## src/rtl/adder_arbiter.sv

```systemverilog
// adder_arbiter: shares one registered WIDTH-bit adder between NREQ requesters
// with round-robin arbitration. One transaction is in flight at a time:
//   IDLE -> accept winner (operands latched) -> ADD (sum registered) -> RESP
//   (held until io_resp_ready) -> IDLE.
//
// Ports:
//   clk, rst_n       clock (rising edge), asynchronous active-low reset
//   io_req_valid     [NREQ]        per-requester operand valid
//   io_req_ready     [NREQ]        one-hot accept (combinational in IDLE)
//   io_req_a/b       [NREQ*WIDTH]  operands, requester i at [i*WIDTH +: WIDTH]
//   io_resp_valid    result available (RESP state)
//   io_resp_ready    consumer accepts result
//   io_resp_id       [IDW]   requester owning the result
//   io_resp_sum      [WIDTH] a+b mod 2^WIDTH
//   io_resp_carry    carry out of a+b (only with ADDER_ARB_CARRY_EN defined)
//
// Build option: define ADDER_ARB_CARRY_EN to widen the adder register by one
// bit and expose the carry on io_resp_carry.
module adder_arbiter #(
  parameter int WIDTH = 16,
  parameter int NREQ  = 4,
  parameter int IDW   = 2
) (
  input  logic                  clk,
  input  logic                  rst_n,
  input  logic [NREQ-1:0]       io_req_valid,
  output logic [NREQ-1:0]       io_req_ready,
  input  logic [NREQ*WIDTH-1:0] io_req_a,
  input  logic [NREQ*WIDTH-1:0] io_req_b,
  output logic                  io_resp_valid,
  input  logic                  io_resp_ready,
  output logic [IDW-1:0]        io_resp_id,
  output logic [WIDTH-1:0]      io_resp_sum
`ifdef ADDER_ARB_CARRY_EN
  ,
  output logic                  io_resp_carry
`endif
);

`ifdef ADDER_ARB_CARRY_EN
  localparam int SW = WIDTH + 1;
`else
  localparam int SW = WIDTH;
`endif

  typedef enum logic [1:0] {IDLE, ADD, RESP} state_t;

  state_t                state_q, state_d;
  logic [IDW-1:0]        ptr_q, ptr_d;
  logic [IDW-1:0]        id_q, id_d;
  logic [IDW-1:0]        resp_id_q, resp_id_d;
  logic [WIDTH-1:0]      op_a_q, op_a_d;
  logic [WIDTH-1:0]      op_b_q, op_b_d;
  logic [SW-1:0]         sum_q, sum_d;

  // Unpacked view of the flat operand buses, one lane per requester.
  logic [NREQ-1:0][WIDTH-1:0] req_a, req_b;
  for (genvar i = 0; i < NREQ; i++) begin : g_lane
    assign req_a[i] = io_req_a[i*WIDTH +: WIDTH];
    assign req_b[i] = io_req_b[i*WIDTH +: WIDTH];
  end

  // Rotating search starting at ptr; first valid hit wins.
  logic           found;
  logic [IDW-1:0] win;
  always_comb begin
    found = 1'b0;
    win   = '0;
    for (int k = 0; k < NREQ; k++) begin
      if (!found && io_req_valid[(int'(ptr_q) + k) % NREQ]) begin
        found = 1'b1;
        win   = IDW'((int'(ptr_q) + k) % NREQ);
      end
    end
  end

  // Gated by rst_n so no grant is advertised while reset is held.
  assign io_req_ready = (rst_n && state_q == IDLE && found) ? (NREQ'(1) << win) : '0;

  always_comb begin
    state_d   = state_q;
    ptr_d     = ptr_q;
    id_d      = id_q;
    resp_id_d = resp_id_q;
    op_a_d    = op_a_q;
    op_b_d    = op_b_q;
    sum_d     = sum_q;
    case (state_q)
      IDLE: begin
        if (found) begin
          op_a_d  = req_a[win];
          op_b_d  = req_b[win];
          id_d    = win;
          ptr_d   = (win == IDW'(NREQ - 1)) ? '0 : win + 1'b1;
          state_d = ADD;
        end
      end
      ADD: begin
        // Response id moves together with the sum so both hold their last
        // value while the next transaction is being accepted.
        sum_d     = SW'(op_a_q) + SW'(op_b_q);
        resp_id_d = id_q;
        state_d   = RESP;
      end
      RESP: begin
        if (io_resp_ready) state_d = IDLE;
      end
      default: state_d = IDLE;
    endcase
  end

  always_ff @(posedge clk or negedge rst_n) begin
    if (!rst_n) begin
      state_q   <= IDLE;
      ptr_q     <= '0;
      id_q      <= '0;
      resp_id_q <= '0;
      op_a_q    <= '0;
      op_b_q    <= '0;
      sum_q     <= '0;
    end else begin
      state_q   <= state_d;
      ptr_q     <= ptr_d;
      id_q      <= id_d;
      resp_id_q <= resp_id_d;
      op_a_q    <= op_a_d;
      op_b_q    <= op_b_d;
      sum_q     <= sum_d;
    end
  end

  assign io_resp_valid = (state_q == RESP);
  assign io_resp_id    = resp_id_q;
  assign io_resp_sum   = sum_q[WIDTH-1:0];
`ifdef ADDER_ARB_CARRY_EN
  assign io_resp_carry = sum_q[WIDTH];
`endif

endmodule

```

## config.mk

```make
export PLATFORM = sky130hd
export DESIGN_NAME = adder_arbiter
export DESIGN_NICKNAME = d
export VERILOG_FILES = /design/src/rtl/adder_arbiter.sv
export SDC_FILE = /design/constraint.sdc
export NUM_CORES = 1
export LEC_CHECK = 0
export ABC_CLOCK_PERIOD_IN_PS = 6450
export CAP_MARGIN = 20
export CORE_MARGIN = 1
export CORE_UTILIZATION = 47
export CTS_CLUSTER_SIZE = 14
export DETAILED_ROUTE_END_ITERATION = 16
export GPL_TIMING_DRIVEN = 0
export PLACE_DENSITY = 0.88
export SYNTH_ARGS = -nofsm -noshare
export SYNTH_HDL_FRONTEND = slang
export SYNTH_SLANG_ARGS = --single-unit
```

## constraint.sdc

```tcl
create_clock -name clk -period 6.45 [get_ports clk]
set_input_delay 1.935 -clock clk [delete_from_list [all_inputs] [get_ports clk]]
set_output_delay 1.935 -clock clk [all_outputs]
set_load 0.05 [all_outputs]
```

==> metrics <==
max incr delay on CP=540 ps; crit path DAT=4380 ps; Initial Util=49.9%; Total GRT Usage=27.1%; Final Max Tran Viols=0; CP most frequent cell=buf_6; outcome=complete, no violations; pre-CTS setup slack=-135 ps; register clock-pin slew on the reported worst setup and hold paths=90 ps; Clock Tree Root=clkbuf_8; final period utilization=97.9%; maximum vdd ir drop=219 µV; Layout Nets=686; x dimension of the die=90.7 µm; Buf/Inv on CP=6; total leakage power=2.40 nW; vias in the first global route=3,572; syn_nets=521; H-tree depth=2; final worst path period need=6310 ps; grt ovf=0; Synth cell types=44; Cells after Synth=366; worst min-delay path class=flop to flop; via count=3,476; CTS tree=done; Slew headroom=65.8%; CP delay by family, top=buffers and inverters; CP startpoint kind=primary input; Mean Syn Cell Area=10.1 µm²; first-pass GRT wire length=17,500 µm; CP Capture Type=output pin; Post-synth EDFFs=0; setup ws final=137 ps; CTS Hold Bufs=0; I/O pin cnt=158; largest net degree at the start of global routing=38; Routed Antenna Nets=0; Req. time, crit path=4510 ps; area share of the leading cell type in the synthesized netlist=37.9%; Final Hold Violating Endpoints=0; final WL=10,600 µm; Max Freq=158 MHz; Synth area leaders=dfrtp_1, mux2i_1, mux2_2; initial antenna violation count=0; Design Area, Final=5500 µm²; Ys Warns=0; Least-Margin Pin Slew=513 ps; post-route insts no fill=630; flops & latches, synth=56; n_diodes=0; placed inst area=5410 µm²; pwr/cell area=460 nW/µm²; post-DP HPWL=8780 µm; # Max-Cap Violations=0; Die ar.=8230 µm²; CP max-delay cell=clkdlybuf4s50_1; Clock Sinks=56; Placed Cells=623; Synth Cell Area=3700 µm²; Placement Rows=31; routed vias/inst=5.52; crit path max fanout=11; most common cell in the netlist=dfrtp_1; unrepaired setup endpoints after global routing=no; Synth area leader=dfrtp_1; clock buffer depth=2; worst-path cell chain=clkdlybuf4s50_1, a21oi_1, o21ai_2, o2bb2a_4, buf_6, buf_6, buf_6, inv_1, ha_1, and3_1, dlygate4sd2_1; Top FF cell, synth=dfrtp_1; Setup CP Type=primary input to output pin; Iteration-0 DRC Markers=100; final total power=2.53 mW; Port Buf Inserts=157; die height=90.7 µm; post-synthesis sequential area ratio=37.9%; Worst-Skew Late Latency=310 ps; clk_skew=9.93 ps; WL per Instance=16.9 µm; Initial DRT Pass Iterations=5; Synth async-reset ratio=100%; share of layout cells above drive strength 1=11.5%; DR DRC count=0; Final Wtd Congestion=0.836; Final setup viols=0; top cells by instance count after synthesis=dfrtp_1, o21ai_0, nand2_1, mux2i_1; core area=7410 µm²; Area growth syn-to-layout=48.7%; cts bufs inserted=5
-- cell usage in the layout (no fill, tap or decap), types with 2 or more instances in the layout --
cell | netlist | routed
mux2i_1 | 33 | 33
a21oi_1 | 15 | 15
clkbuf_1 | 7 | 7
xor2_1 | 5 | 5
clkbuf_8 | 0 | 7
buf_1 | 3 | 3
nand3_1 | 4 | 4
dlygate4sd2_1 | 0 | 4
nand2_1 | 36 | 36
clkdlybuf4s50_1 | 0 | 152
o21ai_0 | 43 | 43
o31ai_1 | 3 | 3
nand2b_1 | 4 | 4
a22oi_2 | 3 | 3
o21a_1 | 3 | 3
mux2_2 | 29 | 29
a22oi_1 | 29 | 29
nand4_1 | 2 | 2
o21ai_1 | 9 | 9
nor2_1 | 6 | 6
mux2_4 | 3 | 3
xnor2_1 | 7 | 7
nor2b_1 | 2 | 2
buf_2 | 6 | 7
a21o_1 | 4 | 4
inv_1 | 6 | 6
dfrtp_1 | 56 | 56
buf_6 | 5 | 5
ha_1 | 19 | 19
and3_1 | 7 | 7
-- timing repair --
| item | 4_1_cts | 5_1_grt |
|---|---|---|
| gates resized for setup | 4 | 0 |
| buffers inserted | 0 | 0 |
| endpoints found under the setup margin | 4 | 0 |
-- metrics by stage --
step | utilization [%] | TNS [ps] | hold slack, ps
global placement | 72.8 | -3510 | 455
CTS | 74.2 | 0 | 485
detailed placement | 73.0 | -432 | 462
global route | 74.2 | 0 | 506
floorplan | - | 0 | 439
finish | 74.2 | 0 | 480
-- worst paths after layout --
| path | from | end | slack, ps | cells after the start |
|---|---|---|---|---|
| min | io_resp_id[0] | io_resp_id[0] | 480 | 2 |
| max reg2reg | op_a_q[0] | io_resp_sum[14] | 3810 | 8 |
| max | io_req_valid[0] | io_req_ready[0] | 140 | 11 |
| min in group asynchronous | rst_n | op_b_q[15] | 1580 | 1 |
| max in group asynchronous | rst_n | io_resp_sum[9] | 4300 | 2 |
| min reg2reg | io_resp_id[0] | io_resp_id[0] | 480 | 2 |
-- routing by layer --
metal | up-vias | routed length [µm] | GRT usage, %
met1 | 1633 | 4340 | 33.5
met2 | 135 | 5530 | 47.5
met5 | - | 0 | 0
li1 | 1689 | - | -
met3 | 19 | 526 | 3.87
met4 | 0 | 243 | 10.5
-- cell families (layout without fill, tap and decap cells) --
| group | count (synthesis) | count (layout) | synth area share, % |
|---|---|---|---|
| AND/OR/NAND/NOR | 67 | 67 | 8.49 |
| flip-flops | 56 | 56 | 37.9 |
| buffers and inverters | 27 | 192 | 3.96 |
| adder cells (fa/ha/maj) | 20 | 20 | 6.97 |
| XOR/XNOR | 12 | 12 | 2.84 |
| AO/OA/AOI/OAI | 119 | 119 | 20.8 |
| multiplexers | 65 | 65 | 19.0 |
-- worst register-to-register path: stages (launching register included) --
cell and delay (ps):
dfrtp_1 400, ha_1 230, fa_1 440, a21o_1 220
a221o_1 340, a31oi_1 380, o31ai_1 190, xnor2_1 200
o21ai_0 90
-- where the power goes --
group / internal (mW) / switching (mW)
Sequential: 0.531 / 0.125
Clock: 0.0960 / 0.109
Combinational: 0.713 / 0.958
-- area by class of cell --
type                       count  area (µm²)
clock buffer                   7        96.3
buffer                        21         124
multi-input combinational    283        2150
fill                         558        1910
tap                           99         124
timing repair buffer         158        1580
inverter                       6        22.5
sequential                    56        1400
-- flip-flops by register name, indices dropped and copies added, names as in the netlist --
| name | flops |
|---|---|
| op_b_q | 16 |
| ptr_q | 2 |
| op_a_q | 16 |
| id_q | 2 |
| io_resp_sum | 16 |
| state_q | 2 |
| io_resp_id | 2 |
Note: power is estimated with default switching activity, not from simulation.
